### src/rtl/uart_pkg.sv
// Shared UART definitions: receiver states, frame width and baud divisor helper.
package uart_pkg;

    localparam int UART_DATA_BITS = 8;

    typedef enum logic [2:0] {
        IDLE,
        START,
        DATA,
        STOP,
        BREAK
    } uart_state_e;

    function automatic int bps_cnt(input int clk_freq, input int uart_freq);
        return clk_freq / uart_freq;
    endfunction

endpackage

### src/rtl/uart_rx_if.sv
// Receiver-side bundle: serial pin in, byte plus status strobes out.
interface uart_rx_if
    import uart_pkg::*;
();
    logic                      uart_rxd;
    logic [UART_DATA_BITS-1:0] uart_data;
    logic                      uart_rx_done;
    logic                      uart_rx_busy;
    logic                      uart_frame_err;

    modport master (
        input  uart_rxd,
        output uart_data,
        output uart_rx_done,
        output uart_rx_busy,
        output uart_frame_err
    );

    modport slave (
        output uart_rxd,
        input  uart_data,
        input  uart_rx_done,
        input  uart_rx_busy,
        input  uart_frame_err
    );
endinterface

### src/rtl/uart_rx_sync.sv
// 2-FF synchroniser plus delay flop and falling-edge detect for an async pin.
// Flops reset high so an idle-high line never fakes an edge at reset release.
module uart_rx_sync (
    input  logic clk,
    input  logic rst_n,
    input  logic i_async,
    output logic o_sync,
    output logic o_fall
);
    logic r_s1;
    logic r_s2;
    logic r_s3;

    always_ff @(posedge clk or negedge rst_n) begin
        if (!rst_n) begin
            r_s1 <= 1'b1;
            r_s2 <= 1'b1;
            r_s3 <= 1'b1;
        end else begin
            r_s1 <= i_async;
            r_s2 <= r_s1;
            r_s3 <= r_s2;
        end
    end

    assign o_sync = r_s2;
    assign o_fall = r_s3 & ~r_s2;
endmodule

### src/rtl/uart_rx.sv
// 8N1 UART receiver: mid-bit 3-sample majority vote, one-cycle done/error strobes.
module uart_rx
    import uart_pkg::*;
#(
    parameter int CLK_FREQ  = 100_000_000,
    parameter int UART_FREQ = 9600
) (
    input  logic     clk,
    input  logic     rst_n,
    uart_rx_if.master bus
);
    localparam int BPS_CNT  = bps_cnt(CLK_FREQ, UART_FREQ);
    localparam int HALF_CNT = BPS_CNT / 2;

    localparam logic [15:0] BPS_M1  = 16'(BPS_CNT - 1);
    localparam logic [15:0] HALF_M1 = 16'(HALF_CNT - 1);
    localparam logic [2:0]  LAST_BIT = 3'(UART_DATA_BITS - 1);

    logic w_rxd;
    logic w_fall;
    logic w_maj;

    uart_state_e               r_state, w_state_nxt;
    logic [15:0]               r_clk_cnt, w_cnt_nxt;
    logic [2:0]                r_bit_cnt, w_bit_nxt;
    logic [UART_DATA_BITS-1:0] r_shift, w_shift_nxt;
    logic [UART_DATA_BITS-1:0] r_data, w_data_nxt;
    logic                      r_done, w_done_nxt;
    logic                      r_err, w_err_nxt;
    logic [1:0]                r_hist;

    uart_rx_sync u_sync (
        .clk    (clk),
        .rst_n  (rst_n),
        .i_async(bus.uart_rxd),
        .o_sync (w_rxd),
        .o_fall (w_fall)
    );

    // Vote over the two previous synchronised samples and the current one.
    assign w_maj = (r_hist[1] & r_hist[0]) |
                   (r_hist[1] & w_rxd) |
                   (r_hist[0] & w_rxd);

    always_ff @(posedge clk or negedge rst_n) begin
        if (!rst_n) begin
            r_state   <= IDLE;
            r_clk_cnt <= '0;
            r_bit_cnt <= '0;
            r_shift   <= '0;
            r_data    <= '0;
            r_done    <= 1'b0;
            r_err     <= 1'b0;
            r_hist    <= 2'b11;
        end else begin
            r_state   <= w_state_nxt;
            r_clk_cnt <= w_cnt_nxt;
            r_bit_cnt <= w_bit_nxt;
            r_shift   <= w_shift_nxt;
            r_data    <= w_data_nxt;
            r_done    <= w_done_nxt;
            r_err     <= w_err_nxt;
            r_hist    <= {r_hist[0], w_rxd};
        end
    end

    always_comb begin
        w_state_nxt = r_state;
        w_cnt_nxt   = r_clk_cnt + 16'd1;
        w_bit_nxt   = r_bit_cnt;
        w_shift_nxt = r_shift;
        w_data_nxt  = r_data;
        w_done_nxt  = 1'b0;
        w_err_nxt   = 1'b0;
        unique case (r_state)
            IDLE: begin
                w_cnt_nxt = '0;
                if (w_fall)
                    w_state_nxt = START;
            end
            START: begin
                if (r_clk_cnt == HALF_M1) begin
                    w_cnt_nxt = '0;
                    w_bit_nxt = '0;
                    w_state_nxt = w_maj ? IDLE : DATA;
                end
            end
            DATA: begin
                if (r_clk_cnt == BPS_M1) begin
                    w_cnt_nxt   = '0;
                    w_shift_nxt = {w_maj, r_shift[UART_DATA_BITS-1:1]};
                    w_bit_nxt   = r_bit_cnt + 3'd1;
                    if (r_bit_cnt == LAST_BIT)
                        w_state_nxt = STOP;
                end
            end
            STOP: begin
                if (r_clk_cnt == BPS_M1) begin
                    w_cnt_nxt = '0;
                    if (w_maj) begin
                        w_data_nxt  = r_shift;
                        w_done_nxt  = 1'b1;
                        w_state_nxt = IDLE;
                    end else begin
                        w_err_nxt   = 1'b1;
                        w_state_nxt = BREAK;
                    end
                end
            end
            BREAK: begin
                // Hold here until the line is released so a stuck-low pin reports once.
                w_cnt_nxt = '0;
                if (w_rxd)
                    w_state_nxt = IDLE;
            end
            default: begin
                w_cnt_nxt   = '0;
                w_state_nxt = IDLE;
            end
        endcase
    end

    assign bus.uart_data      = r_data;
    assign bus.uart_rx_done   = r_done;
    assign bus.uart_frame_err = r_err;
    assign bus.uart_rx_busy   = (r_state != IDLE);
endmodule
### src/flat_wrapper.sv
// flat-port wrapper written by rule: the top's interface ports become plain ports
module uart_rx_flat import uart_pkg::*;
#(
    parameter int CLK_FREQ  = 100_000_000,
    parameter int UART_FREQ = 9600
)
  (clk, rst_n, bus_uart_rxd, bus_uart_data, bus_uart_rx_done, bus_uart_rx_busy, bus_uart_frame_err);
  uart_rx_if bus_i ();
  input  logic clk;
  input  logic rst_n;
  input wire logic [$bits(bus_i.uart_rxd)-1:0] bus_uart_rxd;
  output wire logic [$bits(bus_i.uart_data)-1:0] bus_uart_data;
  output wire logic [$bits(bus_i.uart_rx_done)-1:0] bus_uart_rx_done;
  output wire logic [$bits(bus_i.uart_rx_busy)-1:0] bus_uart_rx_busy;
  output wire logic [$bits(bus_i.uart_frame_err)-1:0] bus_uart_frame_err;
  assign bus_i.uart_rxd = bus_uart_rxd;
  assign bus_uart_data = bus_i.uart_data;
  assign bus_uart_rx_done = bus_i.uart_rx_done;
  assign bus_uart_rx_busy = bus_i.uart_rx_busy;
  assign bus_uart_frame_err = bus_i.uart_frame_err;
  uart_rx #(.CLK_FREQ(CLK_FREQ), .UART_FREQ(UART_FREQ)) u_core (.clk(clk), .rst_n(rst_n), .bus(bus_i));
endmodule
### config.mk
export PLATFORM = sky130hd
export DESIGN_NAME = uart_rx_flat
export DESIGN_NICKNAME = d
export VERILOG_FILES = /design/src/rtl/uart_pkg.sv /design/src/rtl/uart_rx_if.sv /design/src/rtl/uart_rx_sync.sv /design/src/rtl/uart_rx.sv /design/src/flat_wrapper.sv
export SDC_FILE = /design/constraint.sdc
export NUM_CORES = 1
export LEC_CHECK = 0
export BUFFER_PORTS_ARGS = -buffer_cell sky130_fd_sc_hd__buf_2
export CAP_MARGIN = 20
export CORE_AREA = 2 2 59 89
export CTS_CLUSTER_SIZE = 10
export DETAILED_ROUTE_END_ITERATION = 12
export DIE_AREA = 0 0 61 91
export GPL_TIMING_DRIVEN = 1
export HOLD_SLACK_MARGIN = 0.05
export SLEW_MARGIN = 10
export SYNTH_ARGS = -nofsm -noshare
export SYNTH_HDL_FRONTEND = slang
export SYNTH_HIERARCHICAL = 1
export SYNTH_SLANG_ARGS = --single-unit
### constraint.sdc
create_clock -name clk -period 2.3 [get_ports clk]
set_input_delay 0.345 -clock clk [delete_from_list [all_inputs] [get_ports clk]]
set_output_delay 0.345 -clock clk [all_outputs]
set_load 0.01 [all_outputs]
==> impl_metrics.csv <==
group,metric,value,unit
synth,synthDistinctLibCells,39,
clocking,clk_latency,0.30,ns
grt,first_global_vias,1531,
critical_path,regToRegStartpoint,"u_core/r_clk_cnt[0]",
synth,synth_area_leader_cell,"dfrtp_1",
detailed_routing,routed-wl-met2,2180,µm
finish,syn2layout_area_growth,15.0,%
grt,grt-ovfl-total,0,
critical_path,crit_slowest_cell,"or4_1",
clocking,cts_setup_buffers,0,
critical_path,critical_path.n_buffers_inverters,0,
timing,number_of_hold_violations_in_the_final_report,0,
die,row_count,31,
critical_path,worst_setup_path_end_kind,"flop",
min_path,min-delay-path-class,"in -> reg",
critical_path,timing.reg2reg.setup_slack,0.13,ns
synth,synth.avg_cell_area,11.5,µm²
critical_path,worst_setup_path_start_kind,"flop",
synth,synthArstFlopShare,100,%
synth,postSynthNetCount,187,
pwr,leakage,0.00111,µW
die,core_area,4770,µm²
critical_path,critical_path.max_stage_delay,0.53,ns
grt,wire_length_of_the_first_global_routing_pass,7000,µm
min_path,hold_path_depth,1,
synth,synth_warnings,6,
clocking,cts_tree,"built",
clocking,htree_num_levels,2,
clocking,cts_resized,0,
clocking,clk_pin_slew,0.09,ns
detailed_routing,highest_layer,"met4",
die,ios,14,
synth,syn-instance-count,181,
die,fp.dieW,61,µm
die,start_util,43.7,%
synth,post-synth-top-area-fraction,48.0,%
critical_path,critPathArrivalTime,2.40,ns
timing,max_freq,461,MHz
pwr,power_switching_share,29.8,%
clocking,cts_root_buffer,"clkbuf_8",
critical_path,rr_endpoint,"u_core/r_bit_cnt[0]",
synth,cell_area_after_technology_mapping,2090,µm²
placed_design,gpl.final_weighted_congestion,0.915,
placed_design,io_buffers,13,
critical_path,critical_path_required,2.53,ns
timing,fin_crit_sh,94.4,%
pwr,power_frac_clock,31.6,%
grt,largest_net_degree_at_the_start_of_global_routing,43,
pwr,power_switching,561,µW
synth,dominant_register_cell_in_the_synthesized_netlist,"dfrtp_1",
die,dieHeight,91,µm
detailed_routing,wl_met3,134,µm
critical_path,timing.setup.critical_path_class,"reg -> reg",
finish,finish.net_count,212,
timing,worst_slew_margin_rel,39.9,%
detailed_routing,drt-initial-drc-count,62,
timing,setup_total_negative_slack,0,ns
timing,finalMaxSlewViolations,0,
synth,ys_ff_latch,45,
detailed_routing,route.detailed.drc,0,
detailed_routing,via_count,1474,
critical_path,cp_top_family,"simple AND/OR/NAND/NOR gates",
synth,synth-edff-count,0,
placed_design,cell_area_placed,2280,µm²
timing,worstMarginPinSlew,0.902,ns
job,cap_violations,0,
clocking,postCtsHoldBufs,0,
grt,gr-usage-all-layers,16.8,%
timing,final_clock_skew,0.00988,ns
synth,synth_area_leaders,"dfrtp_1, mux2_2, dfstp_2",
clocking,clk_path_buf_depth,2,
min_path,sink_of_the_worst_hold_path,"u_core/u_sync/r_s1",
grt,antenna_found_initial,0,
finish,drive_gt1_share,27.1,%
detailed_routing,drt_pass1_iterations,4,
pwr,internal_power,1320,µW
critical_path,critical_path_peak_fanout,6,
finish,finalInstanceArea,2400,µm²
detailed_routing,post_route_antenna_net_violation_count,0,
detailed_routing,wl_per_cell,14.8,µm
pwr,ir_drop,0.399,mV
min_path,hold_path.startpoint,"bus_uart_rxd",
pwr,fin_total_pwr,1880,µW
pwr,power.combinational.fraction,20.5,%
timing,rsz0062_at_grt,"false",
placed_design,hpwlAfterDp,2950,µm
timing,final_min_period,2.17,ns
finish,insertedDiodeCount,0,
critical_path,worst_path_cell_trace,"ha_1 > or4bb_1 > or4_1 > or3_1 > a21oi_1",
detailed_routing,wirelength_met1,1620,µm
clocking,clock-sinks,45,
detailed_routing,avgViaCountPerCell,5.40,
synth,yosysSeqAreaShare,54.3,%
pwr,pwrdens,785,nW/µm²
clocking,cts_inserted_buffers,5,
run_status,status,"finished, final reports clean",
timing,setup_viol,0,
detailed_routing,detail_route.wirelength,4050,µm
pwr,p_seq_share,48.0,%
die,die_area,5550,µm²
critical_path,reg2reg_depth,5,
==> synthesized netlist by cell type, types with 2 or more instances <==
cell and number:
clkbuf_1 3, mux2_2 16, xnor2_1 8, dfrtp_1 40, nand3_1 10, o211ai_1 3
nor2b_1 4, inv_1 2, a22oi_1 2, nor4bb_1 5, nor3_1 4, xor2_1 6
nand2_1 7, nor2_1 22, nand4_1 9, or3_1 2, ha_1 3, nor3b_1 2
a21oi_1 2, nor4_1 4, dfstp_2 5, and4_1 3, o21ai_0 2, buf_2 2
==> cell usage in the layout (no fill, tap or decap), types with 4 or more instances in the layout <==
master / instances
nand2_1: 7
xnor2_1: 8
nand3_1: 10
nor2_1: 22
nor4bb_1: 5
nor4_1: 4
nor3_1: 4
xor2_1: 6
buf_2: 13
dfrtp_1: 40
dfstp_2: 5
mux2_2: 16
clkbuf_8: 5
buf_4: 11
nand4_1: 9
nor2b_1: 4
==> state kept, by name, summed over array words and instances, names as in the netlist, 2 cells and up <==
register / count
u_core/r_bit_cnt: 3
u_core/r_hist: 2
u_core/bus.uart_data: 8
u_core/r_shift: 8
u_core/r_clk_cnt: 16
u_core/r_state: 3
==> power groups by stage <==
stage	Clock (µW)	Sequential [µW]	Combinational, µW
after global routing	649	914	434
after global placement	0	911	376
after CTS	613	902	390
after detailed placement	0	915	389
after floorplan	0	888	261
final	595	903	385
==> cells by family (layout without fill, tap and decap cells) <==
kind of cell	Yosys count	count (layout)	share of synthesized area (%)
buf+inv	8	34	1.92
fa+ha+maj	4	4	2.28
xor+xnor	14	14	5.88
simple gates	83	83	23.4
compound gates	11	11	3.60
mux	16	16	8.64
flops	45	45	54.3
==> worst max path at each step <==
| stage | startpoint | to | slack (ns) | cells after the start |
|---|---|---|---|---|
| after floorplan | u_core/r_clk_cnt[0] | u_core/r_bit_cnt[0] | 0.17 | 6 |
| after global placement | u_core/r_clk_cnt[0] | u_core/r_bit_cnt[0] | 0.21 | 5 |
| after detailed placement | u_core/r_clk_cnt[0] | u_core/r_bit_cnt[0] | 0.13 | 5 |
| after CTS | u_core/r_clk_cnt[0] | u_core/r_bit_cnt[0] | 0.12 | 5 |
| after global routing | u_core/r_clk_cnt[0] | u_core/r_bit_cnt[0] | 0.01 | 5 |
| final | u_core/r_clk_cnt[0] | u_core/r_bit_cnt[0] | 0.13 | 5 |
==> worst register-to-register path, cell delays in order (launching register included) <==
cell     delay [ns]
dfrtp_1        0.40
ha_1           0.18
or4bb_1        0.46
or4_1          0.53
or3_1          0.38
a21oi_1        0.15
==> metrics by stage <==
stage	setup slack [ns]	std cells	hold WS, ns	utilization (%)
after detailed placement	0.130	265	0.348	47.9
after global placement	0.213	265	0.347	47.9
after CTS	0.117	273	0.135	50.3
final	0.129	273	0.144	50.3
after global routing	0.0105	273	0.127	50.3
after floorplan	0.173	181	0.0494	-
==> layer usage <==
layer | up-vias | track usage [%]
met5 | - | 0
met1 | 730 | 18.9
met2 | 33 | 27.8
met3 | 8 | 4.13
met4 | 0 | 9.60
li1 | 703 | -
==> layout make-up <==
type	instances	area, µm²
well taps	66	82.6
clock inverters	3	46.3
fillers	450	2370
flip-flops and latches	45	1130
inverters	2	7.51
repair buffers	24	148
clock buffers	5	68.8
multi-input cells	128	913
(Power assumes the default switching activity.)
